$ cat src/rtl/ofmap_writer.sv
// Output-write stage: buffers 4-lane fp16 vectors and serializes them into 32-bit SRAM word writes.
// Define OFMAP_PACK_EN for packed mode (two fp16 per word); default build writes one zero-extended fp16 per word.
module ofmap_writer #(
    parameter int LANES      = 4,
    parameter int FIFO_DEPTH = 2,
    parameter int ADDR_W     = 13
) (
    input  logic                  clk,
    input  logic                  rst_n,
    input  logic                  start,
    input  logic [ADDR_W-1:0]     base_addr,
    input  logic [12:0]           total_cnt,
    input  logic                  in_valid,
    output logic                  in_ready,
    input  logic [LANES*16-1:0]   in_data,
    output logic                  sram_wr_en,
    output logic [ADDR_W-1:0]     sram_wr_addr,
    output logic [31:0]           sram_wr_data,
    output logic                  busy,
    output logic                  done,
    output logic                  drop_err
);
    localparam int PTR_W = (FIFO_DEPTH > 1) ? $clog2(FIFO_DEPTH) : 1;
`ifdef OFMAP_PACK_EN
    localparam int WPV = LANES / 2;
`else
    localparam int WPV = LANES;
`endif
    localparam int IDX_W = (WPV > 1) ? $clog2(WPV) : 1;
    localparam logic [IDX_W-1:0] LAST_IDX = IDX_W'(WPV - 1);
    localparam logic [PTR_W:0]   DEPTH_C  = (PTR_W + 1)'(FIFO_DEPTH);

    typedef enum logic [1:0] {S_IDLE, S_RUN, S_DONE} state_t;
    state_t state, state_nxt;

    logic [LANES-1:0][15:0] fifo_mem [FIFO_DEPTH];
    logic [LANES-1:0][15:0] head_lanes;
    logic [PTR_W-1:0]       rd_ptr, wr_ptr;
    logic [PTR_W:0]         occ, occ_nxt;
    logic [IDX_W-1:0]       word_idx;
    logic [12:0]            elem_cnt, total_q, step;
    logic [ADDR_W-1:0]      addr_ptr;
    logic [31:0]            word_data;
    logic                   push, pop, engine_go, last_word, flush;

    assign head_lanes = fifo_mem[rd_ptr];
    assign push       = in_valid && in_ready;
    assign engine_go  = (state == S_RUN) && !start && (occ != '0) && (elem_cnt != total_q);
    assign last_word  = (word_idx == LAST_IDX);
    assign pop        = engine_go && last_word;
    // Leaving RUN for DONE discards any vector lanes beyond total_cnt.
    assign flush      = start || ((state == S_RUN) && (state_nxt == S_DONE));

    always_comb begin
        state_nxt = state;
        case (state)
            S_IDLE:  if (start) state_nxt = S_RUN;
            S_RUN:   if (!start && (elem_cnt == total_q)) state_nxt = S_DONE;
            S_DONE:  if (start) state_nxt = S_RUN;
            default: state_nxt = S_IDLE;
        endcase
    end

`ifdef OFMAP_PACK_EN
    logic [12:0] remaining;
    assign remaining = total_q - elem_cnt;
    // An odd tail leaves the upper half of the final word zero.
    always_comb begin
        word_data = {head_lanes[{word_idx, 1'b1}], head_lanes[{word_idx, 1'b0}]};
        step      = 13'd2;
        if (remaining == 13'd1) begin
            word_data[31:16] = 16'h0;
            step             = 13'd1;
        end
    end
`else
    always_comb begin
        word_data = {16'h0, head_lanes[word_idx]};
        step      = 13'd1;
    end
`endif

    always_comb begin
        occ_nxt = occ;
        if (flush)
            occ_nxt = '0;
        else if (push && !pop)
            occ_nxt = occ + 1'b1;
        else if (pop && !push)
            occ_nxt = occ - 1'b1;
    end

    always_ff @(posedge clk or negedge rst_n) begin
        if (!rst_n) begin
            state        <= S_IDLE;
            rd_ptr       <= '0;
            wr_ptr       <= '0;
            occ          <= '0;
            word_idx     <= '0;
            elem_cnt     <= '0;
            total_q      <= '0;
            addr_ptr     <= '0;
            in_ready     <= 1'b0;
            sram_wr_en   <= 1'b0;
            sram_wr_addr <= '0;
            sram_wr_data <= '0;
            busy         <= 1'b0;
            done         <= 1'b0;
            drop_err     <= 1'b0;
        end else begin
            state    <= state_nxt;
            occ      <= occ_nxt;
            in_ready <= (state_nxt == S_RUN) && (occ_nxt < DEPTH_C);
            busy     <= (state_nxt == S_RUN);
            done     <= (state_nxt == S_DONE);
            sram_wr_en <= engine_go;

            if (engine_go) begin
                sram_wr_addr <= addr_ptr;
                sram_wr_data <= word_data;
                addr_ptr     <= addr_ptr + 1'b1;
                elem_cnt     <= elem_cnt + step;
                word_idx     <= last_word ? '0 : word_idx + 1'b1;
            end

            if (flush) begin
                rd_ptr   <= '0;
                wr_ptr   <= '0;
                word_idx <= '0;
            end else begin
                if (push) begin
                    fifo_mem[wr_ptr] <= in_data;
                    wr_ptr           <= wr_ptr + 1'b1;
                end
                if (pop)
                    rd_ptr <= rd_ptr + 1'b1;
            end

            if (start) begin
                total_q  <= total_cnt;
                addr_ptr <= base_addr;
                elem_cnt <= '0;
                drop_err <= 1'b0;
            end else if (in_valid && (state != S_RUN)) begin
                drop_err <= 1'b1;
            end
        end
    end
endmodule
$ cat config.mk
export PLATFORM = sky130hd
export DESIGN_NAME = ofmap_writer
export DESIGN_NICKNAME = d
export VERILOG_FILES = /design/src/rtl/ofmap_writer.sv
export SDC_FILE = /design/constraint.sdc
export NUM_CORES = 1
export LEC_CHECK = 0
export BUFFER_PORTS_ARGS = -buffer_cell sky130_fd_sc_hd__buf_2
export CELL_PAD_IN_SITES_DETAIL_PLACEMENT = 1
export CELL_PAD_IN_SITES_GLOBAL_PLACEMENT = 1
export CORE_AREA = 8 8 116 172
export DETAILED_ROUTE_END_ITERATION = 6
export DIE_AREA = 0 0 124 180
export PLACE_DENSITY = 0.91
export REMOVE_ABC_BUFFERS = 1
export SLEW_MARGIN = 20
export SYNTH_ARGS = -nofsm -noshare
export SYNTH_HDL_FRONTEND = slang
export SYNTH_SLANG_ARGS = --single-unit
$ cat constraint.sdc
create_clock -name clk -period 15.4 [get_ports clk]
set_clock_uncertainty 0.05 [all_clocks]
set_input_delay 1.54 -clock clk [delete_from_list [all_inputs] [get_ports clk]]
set_output_delay 1.54 -clock clk [all_outputs]
set_load 0.02 [all_outputs]
==> impl_metrics.py, run 1 <==
metrics = {
    "clock_tree": {
        "cts.htree.levels": 1,
        "cts.reportedPaths.clkPinSlew_ns": 0.06,
        "tritoncts.num_buffers": 21,
        "clk-insertion-delay-late_ns": 0.48,
        "cts.sinks": 209,
        "post_cts_resized": 0,
        "cts_hold_buffers": 0,
        "cts-root-buf": "sky130_fd_sc_hd__clkbuf_16",
        "cts.path.max_buffers": 3,
        "tritoncts": "built",
        "postCtsSetupBuffers": 0,
    },
    "detailed_routing": {
        "drt_drc_violations_left": 0,
        "final_antenna_net_count": 0,
        "avgRoutedWirePerCell_um": 22.2,
        "routed_wl_mm": 20.0,
        "post_drt_via_cell_ratio": 5.64,
        "drt_iter0_markers": 341,
        "drt_pass1_iterations": 4,
        "routed-via-count": 5077,
    },
    "die": {
        "coreArea_sq_um": 17600,
        "die_height_um": 180,
        "rows": 60,
        "ioPinCount": 144,
        "full_die_area_sq_um": 22300,
        "chipWidth_um": 124,
        "initial_core_util": 0.498,
    },
    "synthesis": {
        "syn_area_sq_um": 8740,
        "yosysSeqAreaShare": 0.671,
        "synth_ff_type": "sky130_fd_sc_hd__edfxtp_1",
        "synthesis_stage_register_bit_count": 209,
        "synthesis.instances": 541,
        "synth.avg_cell_area_sq_um": 16.2,
        "netlist-cell-type-count": 42,
        "post_synth_arst_share": 0.388,
        "post_synth_edffs": 128,
        "yosys_warnings": 0,
    },
    "timing": {
        "setup_violations": 0,
        "fin_setup_tns_ns": 0,
        "timing_hold_violations_final": 0,
        "timing.hold.ws_ns": 0.453,
        "timing_max_transition_violations_final": 0,
        "tightest_slew_ns": 1.01,
        "slew_headroom": 0.329,
        "layout_worst_path_cycle_share": 0.267,
        "grt_setup_unrepaired": "false",
        "max_clock_freq_mhz": 243,
        "period_needed_ns": 4.11,
        "worst_slack_ns": 11.29,
    },
    "worst_setup_path": {
        "path_class": "primary input to flip-flop",
        "timing.critical_path.arrival_ns": 4.17,
        "critPathSlowestCell": "sky130_fd_sc_hd__buf_4",
        "path_max_fanout": 64,
        "critical_path.cell_chain": "buf_2 > buf_4 > inv_1 > o21ai_0 > nor4b_2 > buf_4",
        "sort_of_element_at_the_end_of_the_critical_path": "flip-flop",
        "startpoint_type": "primary input",
        "timing.critical_path.required_ns": 15.46,
        "timing.critical_path.mode_cell": "sky130_fd_sc_hd__buf_4",
        "critical-path-max-stage-delay_ns": 0.71,
    },
    "layout": {
        "final_nets": 765,
        "register_area_sq_um": 5870,
        "layout.cells.most_common": "sky130_fd_sc_hd__edfxtp_1",
        "multi_input_area_sq_um": 2620,
        "n_fill_cell": 1673,
        "synthToLayoutAreaGrowth_pct": 15.9,
        "drive_gt1_frac": 0.383,
        "finalCoreUtilization": 0.577,
        "most_used_cells_in_the_layout_excluding_fill_and_tap_cells": "sky130_fd_sc_hd__edfxtp_1, sky130_fd_sc_hd__buf_2, sky130_fd_sc_hd__dfrtp_1",
    },
    "grt": {
        "maximum_number_of_pins_on_one_net_before_global_route_repair": 65,
        "track_usage": 0.182,
        "global_route_wire_length_before_repair_mm": 31.6,
        "grt_antenna_before_repair": 2,
        "globalRouteOverflowTotal": 0,
        "first_global_vias": 5858,
    },
    "job": {
        "maxCapViolCount": 0,
    },
    "placement": {
        "finalWeightedCongestion": 0.778,
        "placement.io_buffers": 127,
        "preCtsSetupSlack_ns": 10.81,
        "dp_hpwl_mm": 13.7,
    },
    "power": {
        "peakVddDrop_mv": 0.103,
        "p_leak_nw": 3.84,
        "cellPowerDensity_nw_per_um2": 143,
        "total_power_w": 0.00145,
    },
    "hold_path": {
        "hold_path_class": "flip-flop to flip-flop",
    },
    "run_status": {
        "outcome": "complete, no violations",
    },
}
logic make-up after synthesis:
family	count (synthesis)	share of synthesized area
other	1	0.000429
AOI/OAI and AO/OA	61	0.0418
buffers and inverters	52	0.0359
adders and majority gates	4	0.00572
muxes	96	0.164
xor gates and xnor gates	15	0.0150
and+or+nand+nor	103	0.0653
DFF	209	0.671
layer usage:
layer,wire (um),up-vias,share of wire,global-route usage
met5,0,-,0,0
met4,425,0,0.021,0.0583
met3,1160,33,0.058,0.0342
met2,11600,142,0.58,0.345
met1,6870,2596,0.34,0.193
li1,-,2306,-,-
through the flow:
stage	instance area (sq um)	cells
floorplan	8510	511
global placement	9480	861
detailed placement	9480	861
CTS	10100	898
global route	10100	900
finish	10100	900
power by group:
part           switching [W]  total, W  internal [W]
Clock               0.000204  0.000488      0.000284
Sequential         0.0000466  0.000706      0.000659
Combinational       0.000147  0.000260      0.000113
Total               0.000397   0.00145       0.00106
cell type report:
cell class                      instances  share of cell area
Tap cell                              217              0.0268
Antenna cell                            2            0.000494
Inverter                                7             0.00259
Clock inverter                         12              0.0109
Timing Repair Buffer                  133              0.0674
Clock buffer                           25              0.0533
Sequential cell                       209               0.580
Multi-Input combinational cell        295               0.259
synth_stat cells (13+ instances only):
cell	n	area [sq um]
sky130_fd_sc_hd__nand3_1	15	75.1
sky130_fd_sc_hd__mux2_2	61	687
sky130_fd_sc_hd__clkbuf_1	14	52.6
sky130_fd_sc_hd__nor2_1	24	90.1
sky130_fd_sc_hd__a31oi_1	13	81.3
sky130_fd_sc_hd__buf_4	20	150
sky130_fd_sc_hd__dfrtp_1	81	2030
sky130_fd_sc_hd__a21oi_1	16	80.1
sky130_fd_sc_hd__edfxtp_1	128	3840
sky130_fd_sc_hd__o21ai_0	16	80.1
sky130_fd_sc_hd__xor2_1	13	114
sky130_fd_sc_hd__mux4_2	32	721
flip-flops by register name, summed over array words and instances (netlist names):
signal	cells
fifo_mem	128
sram_wr_data	16
addr_ptr	13
elem_cnt	13
sram_wr_addr	13
total_q	13
occ	2
state	2
word_idx	2
busy	1
done	1
drop_err	1
in_ready	1
rd_ptr	1
sram_wr_en	1
wr_ptr	1
final timing paths:
path / from / end / slack [ns] / cells past startpoint
max: start / fifo_mem[0][53]$_DFFE_PP_ / 11.29 / 6
min in group asynchronous: rst_n / total_q[11]$_DFFE_PN0P_ / 0.97 / 1
max reg2reg: elem_cnt[11]$_DFFE_PN0P_ / fifo_mem[0][53]$_DFFE_PP_ / 12.36 / 6
max in group asynchronous: rst_n / sram_wr_addr[9]$_DFFE_PN0P_ / 13.32 / 2
min reg2reg: sram_wr_addr[10]$_DFFE_PN0P_ / sram_wr_addr[10]$_DFFE_PN0P_ / 0.45 / 1
min: sram_wr_addr[10]$_DFFE_PN0P_ / sram_wr_addr[10]$_DFFE_PN0P_ / 0.45 / 1
worst max-delay path, delay by kind of cell:
kind            cells  cell delay (ns)
compound gates      1             0.45
buf+inv             4             1.72
simple gates        1             0.36
Note: power is estimated with default switching activity, not from simulation.
==> run 2: changes to the inputs <==
--- a/config.mk
+++ b/config.mk
@@ -5,13 +5,14 @@
 export SDC_FILE = /design/constraint.sdc
 export NUM_CORES = 1
 export LEC_CHECK = 0
+export ABC_AREA = 1
 export BUFFER_PORTS_ARGS = -buffer_cell sky130_fd_sc_hd__buf_2
 export CELL_PAD_IN_SITES_DETAIL_PLACEMENT = 1
 export CELL_PAD_IN_SITES_GLOBAL_PLACEMENT = 1
-export CORE_AREA = 8 8 116 172
+export CORE_AREA = 8 8 125 185
 export DETAILED_ROUTE_END_ITERATION = 6
-export DIE_AREA = 0 0 124 180
-export PLACE_DENSITY = 0.91
+export DIE_AREA = 0 0 133 193
+export PLACE_DENSITY = 0.85
 export REMOVE_ABC_BUFFERS = 1
 export SLEW_MARGIN = 20
 export SYNTH_ARGS = -nofsm -noshare
==> constraint.sdc (replaced) <==
create_clock -name clk -period 3.83 [get_ports clk]
set_clock_uncertainty 0.05 [all_clocks]
set_input_delay 0.383 -clock clk [delete_from_list [all_inputs] [get_ports clk]]
set_output_delay 0.383 -clock clk [all_outputs]
set_load 0.02 [all_outputs]
==> impl_metrics.py, run 2 <==
metrics = {
    "run_status": {
        "outcome": "complete, no violations",
    },
    "placement": {
        "dp_hpwl_mm": 16.0,
        "placement.io_buffers": 127,
        "preCtsSetupSlack_ns": 1.18,
        "finalWeightedCongestion": 0.841,
        "placedInstanceArea_sq_um": 9670,
    },
    "grt": {
        "grt_most_used_layer": "met2",
        "globalRouteOverflowTotal": 0,
        "global_route_wire_length_before_repair_mm": 37.4,
        "first_global_vias": 7192,
        "grt_util_met2": 0.355,
        "globalRouteMet1Util": 0.188,
        "grt_antenna_before_repair": 0,
        "gr-usage-met3": 0.0371,
        "track_usage": 0.182,
        "maximum_number_of_pins_on_one_net_before_global_route_repair": 67,
    },
    "hold_path": {
        "hold_path_class": "primary input to flip-flop",
    },
    "worst_setup_path": {
        "startpoint_type": "flip-flop",
        "timing.critical_path.required_ns": 3.97,
        "sort_of_element_at_the_end_of_the_critical_path": "flip-flop",
        "path_max_fanout": 25,
        "timing.critical_path.arrival_ns": 2.76,
        "path_class": "flip-flop to flip-flop",
    },
    "synthesis": {
        "yosys_warnings": 0,
        "synth_most_common_cell": "sky130_fd_sc_hd__nand2_1",
        "synth.top_cells.by_area": "sky130_fd_sc_hd__edfxtp_1, sky130_fd_sc_hd__dfrtp_1, sky130_fd_sc_hd__nand2_1, sky130_fd_sc_hd__o21ai_0, sky130_fd_sc_hd__nor2_1",
        "netlist-cell-type-count": 44,
        "synthesis.instances": 815,
        "yosys.area.top_type_share": 0.435,
        "synth_ff_type": "sky130_fd_sc_hd__edfxtp_1",
        "syn_area_sq_um": 8830,
        "synth.cells.most_frequent": "sky130_fd_sc_hd__nand2_1, sky130_fd_sc_hd__edfxtp_1, sky130_fd_sc_hd__nor2_1, sky130_fd_sc_hd__o21ai_0, sky130_fd_sc_hd__dfrtp_1",
        "yosysTopAreaCell": "sky130_fd_sc_hd__edfxtp_1",
        "yosysSeqAreaShare": 0.665,
        "post_synth_arst_share": 0.388,
        "synth.avg_cell_area_sq_um": 10.8,
        "synthesis_stage_register_bit_count": 209,
        "post_synth_edffs": 128,
    },
    "detailed_routing": {
        "drt_iter0_markers": 389,
        "drt_drc_violations_left": 0,
        "drt_pass1_iterations": 4,
        "final_antenna_net_count": 0,
        "routed-via-count": 6417,
        "avgRoutedWirePerCell_um": 19.2,
        "post_drt_via_cell_ratio": 5.27,
        "routed_wl_mm": 23.4,
    },
    "layout": {
        "largest-register": "fifo_mem",
        "layout.cells.most_common": "sky130_fd_sc_hd__nand2_1",
        "largestRegisters": "fifo_mem (128), sram_wr_data (16)",
        "final_nets": 1033,
        "largest_reg_flops": 128,
        "register_area_sq_um": 5870,
        "n_fill_cell": 2256,
        "most_used_cells_in_the_layout_excluding_fill_and_tap_cells": "sky130_fd_sc_hd__nand2_1, sky130_fd_sc_hd__edfxtp_1, sky130_fd_sc_hd__buf_2",
        "synthToLayoutAreaGrowth_pct": 17.5,
        "post-route-cell-area_sq_um": 10400,
        "diodes": 0,
        "drive_gt1_frac": 0.208,
        "multi_input_area_sq_um": 2510,
    },
    "timing": {
        "grt_setup_unrepaired": "false",
        "slew_headroom": 0.273,
        "tightest_slew_ns": 1.09,
        "layout_worst_path_cycle_share": 0.684,
        "fin_setup_tns_ns": 0,
        "timing_hold_violations_final": 0,
        "max_clock_freq_mhz": 382,
        "worst_slack_ns": 1.21,
        "timing.hold.ws_ns": 0.0260,
        "period_needed_ns": 2.62,
        "timing_max_transition_violations_final": 0,
        "setup_violations": 0,
    },
    "clock_tree": {
        "cts-root-buf": "sky130_fd_sc_hd__clkbuf_16",
        "cts.htree.levels": 1,
        "cts.path.max_buffers": 3,
        "post_cts_resized": 0,
        "clk-insertion-delay-late_ns": 0.50,
        "cts.reportedPaths.clkPinSlew_ns": 0.06,
        "cts_hold_buffers": 1,
        "cts.sinks": 209,
        "tritoncts": "built",
        "tritoncts.num_buffers": 22,
        "postCtsSetupBuffers": 0,
    },
    "die": {
        "chipWidth_um": 133,
        "rows": 65,
        "die_height_um": 193,
        "full_die_area_sq_um": 25700,
        "ioPinCount": 144,
        "initial_core_util": 0.429,
        "coreArea_sq_um": 20600,
    },
    "power": {
        "total_power_w": 0.00624,
        "peakVddDrop_mv": 0.418,
        "p_leak_nw": 4.25,
        "cellPowerDensity_nw_per_um2": 601,
    },
    "job": {
        "maxCapViolCount": 0,
    },
}
-- run 2: cell count changes in the layout (fill, tap and decap cells not counted), moves of 11 or more --
| cell | previous run | this run |
|---|---|---|
| sky130_fd_sc_hd__inv_2 | 0 | 13 |
| sky130_fd_sc_hd__nand2_1 | 10 | 145 |
| sky130_fd_sc_hd__or3_1 | 12 | 0 |
| sky130_fd_sc_hd__mux4_2 | 32 | 0 |
| sky130_fd_sc_hd__nor2_1 | 24 | 98 |
| sky130_fd_sc_hd__or4_1 | 11 | 0 |
| sky130_fd_sc_hd__o22ai_1 | 0 | 32 |
| sky130_fd_sc_hd__o21ai_0 | 16 | 94 |
| sky130_fd_sc_hd__inv_1 | 7 | 48 |
| sky130_fd_sc_hd__mux2_2 | 61 | 0 |
-- run 2: critical path, stage by stage, from the launching register on --
cell                      delay, ns
sky130_fd_sc_hd__dfrtp_1       0.40
sky130_fd_sc_hd__inv_1         0.13
sky130_fd_sc_hd__nand2_1       0.06
sky130_fd_sc_hd__nand2_1       0.06
sky130_fd_sc_hd__nor2_1        0.06
sky130_fd_sc_hd__nand2_1       0.13
sky130_fd_sc_hd__nor2_4        0.05
sky130_fd_sc_hd__nand2_4       0.12
sky130_fd_sc_hd__o21ai_2       0.09
sky130_fd_sc_hd__inv_2         0.12
sky130_fd_sc_hd__nand3_1       0.18
sky130_fd_sc_hd__nor2_4        0.56
sky130_fd_sc_hd__buf_12        0.27
-- run 2: layout make-up --
class                   count  share of cell area
inverters                  62              0.0224
multi-input cells         505               0.241
clock buffers              29              0.0576
well taps                 268              0.0323
repair buffers            135              0.0711
flip-flops and latches    209               0.566
clock inverters            10             0.00964
-- run 2: worst paths after layout --
kind | cells after the start | slack, ns | start | to
max | 12 | 1.21 | elem_cnt[1]$_DFFE_PN0P_ | fifo_mem[1][56]$_DFFE_PP_
min | 1 | 0.03 | in_data[57] | fifo_mem[1][57]$_DFFE_PP_
max reg2reg | 12 | 1.21 | elem_cnt[1]$_DFFE_PN0P_ | fifo_mem[1][56]$_DFFE_PP_
min reg2reg | 2 | 0.43 | sram_wr_addr[12]$_DFFE_PN0P_ | sram_wr_addr[12]$_DFFE_PN0P_
max in group asynchronous | 3 | 2.36 | rst_n | addr_ptr[12]$_DFFE_PN0P_
min in group asynchronous | 2 | 0.35 | rst_n | total_q[9]$_DFFE_PN0P_
-- run 2: kinds of logic (layout without fill, tap and decap cells) --
| logic type | after synthesis | in the layout | synth area share |
|---|---|---|---|
| AO/OA/AOI/OAI | 180 | 180 | 0.118 |
| XOR/XNOR | 11 | 11 | 0.0109 |
| adder cells (fa/ha/maj) | 4 | 4 | 0.00567 |
| buffers and inverters | 116 | 236 | 0.0598 |
| flip-flops | 209 | 209 | 0.665 |
| other | 1 | 16 | 0.000425 |
| AND/OR/NAND/NOR | 294 | 294 | 0.140 |
-- run 2: through the flow --
step | util | instances
4_1_cts | 0.505 | 1218
2_1_floorplan | - | 776
3_5_place_dp | 0.470 | 1178
5_1_grt | 0.505 | 1218
3_3_place_gp | 0.470 | 1178
6_report | 0.505 | 1218
-- run 2: power breakdown --
group	total, W	internal [W]	switching (W)
Combinational	0.00127	0.000406	0.000869
Clock	0.00209	0.00123	0.000857
Sequential	0.00287	0.00268	0.000186
-- run 2: layer usage --
metal,vias up,share of wire
li1,3018,-
met1,3190,0.38
met2,157,0.55
met3,52,0.047
met4,0,0.028
met5,-,0
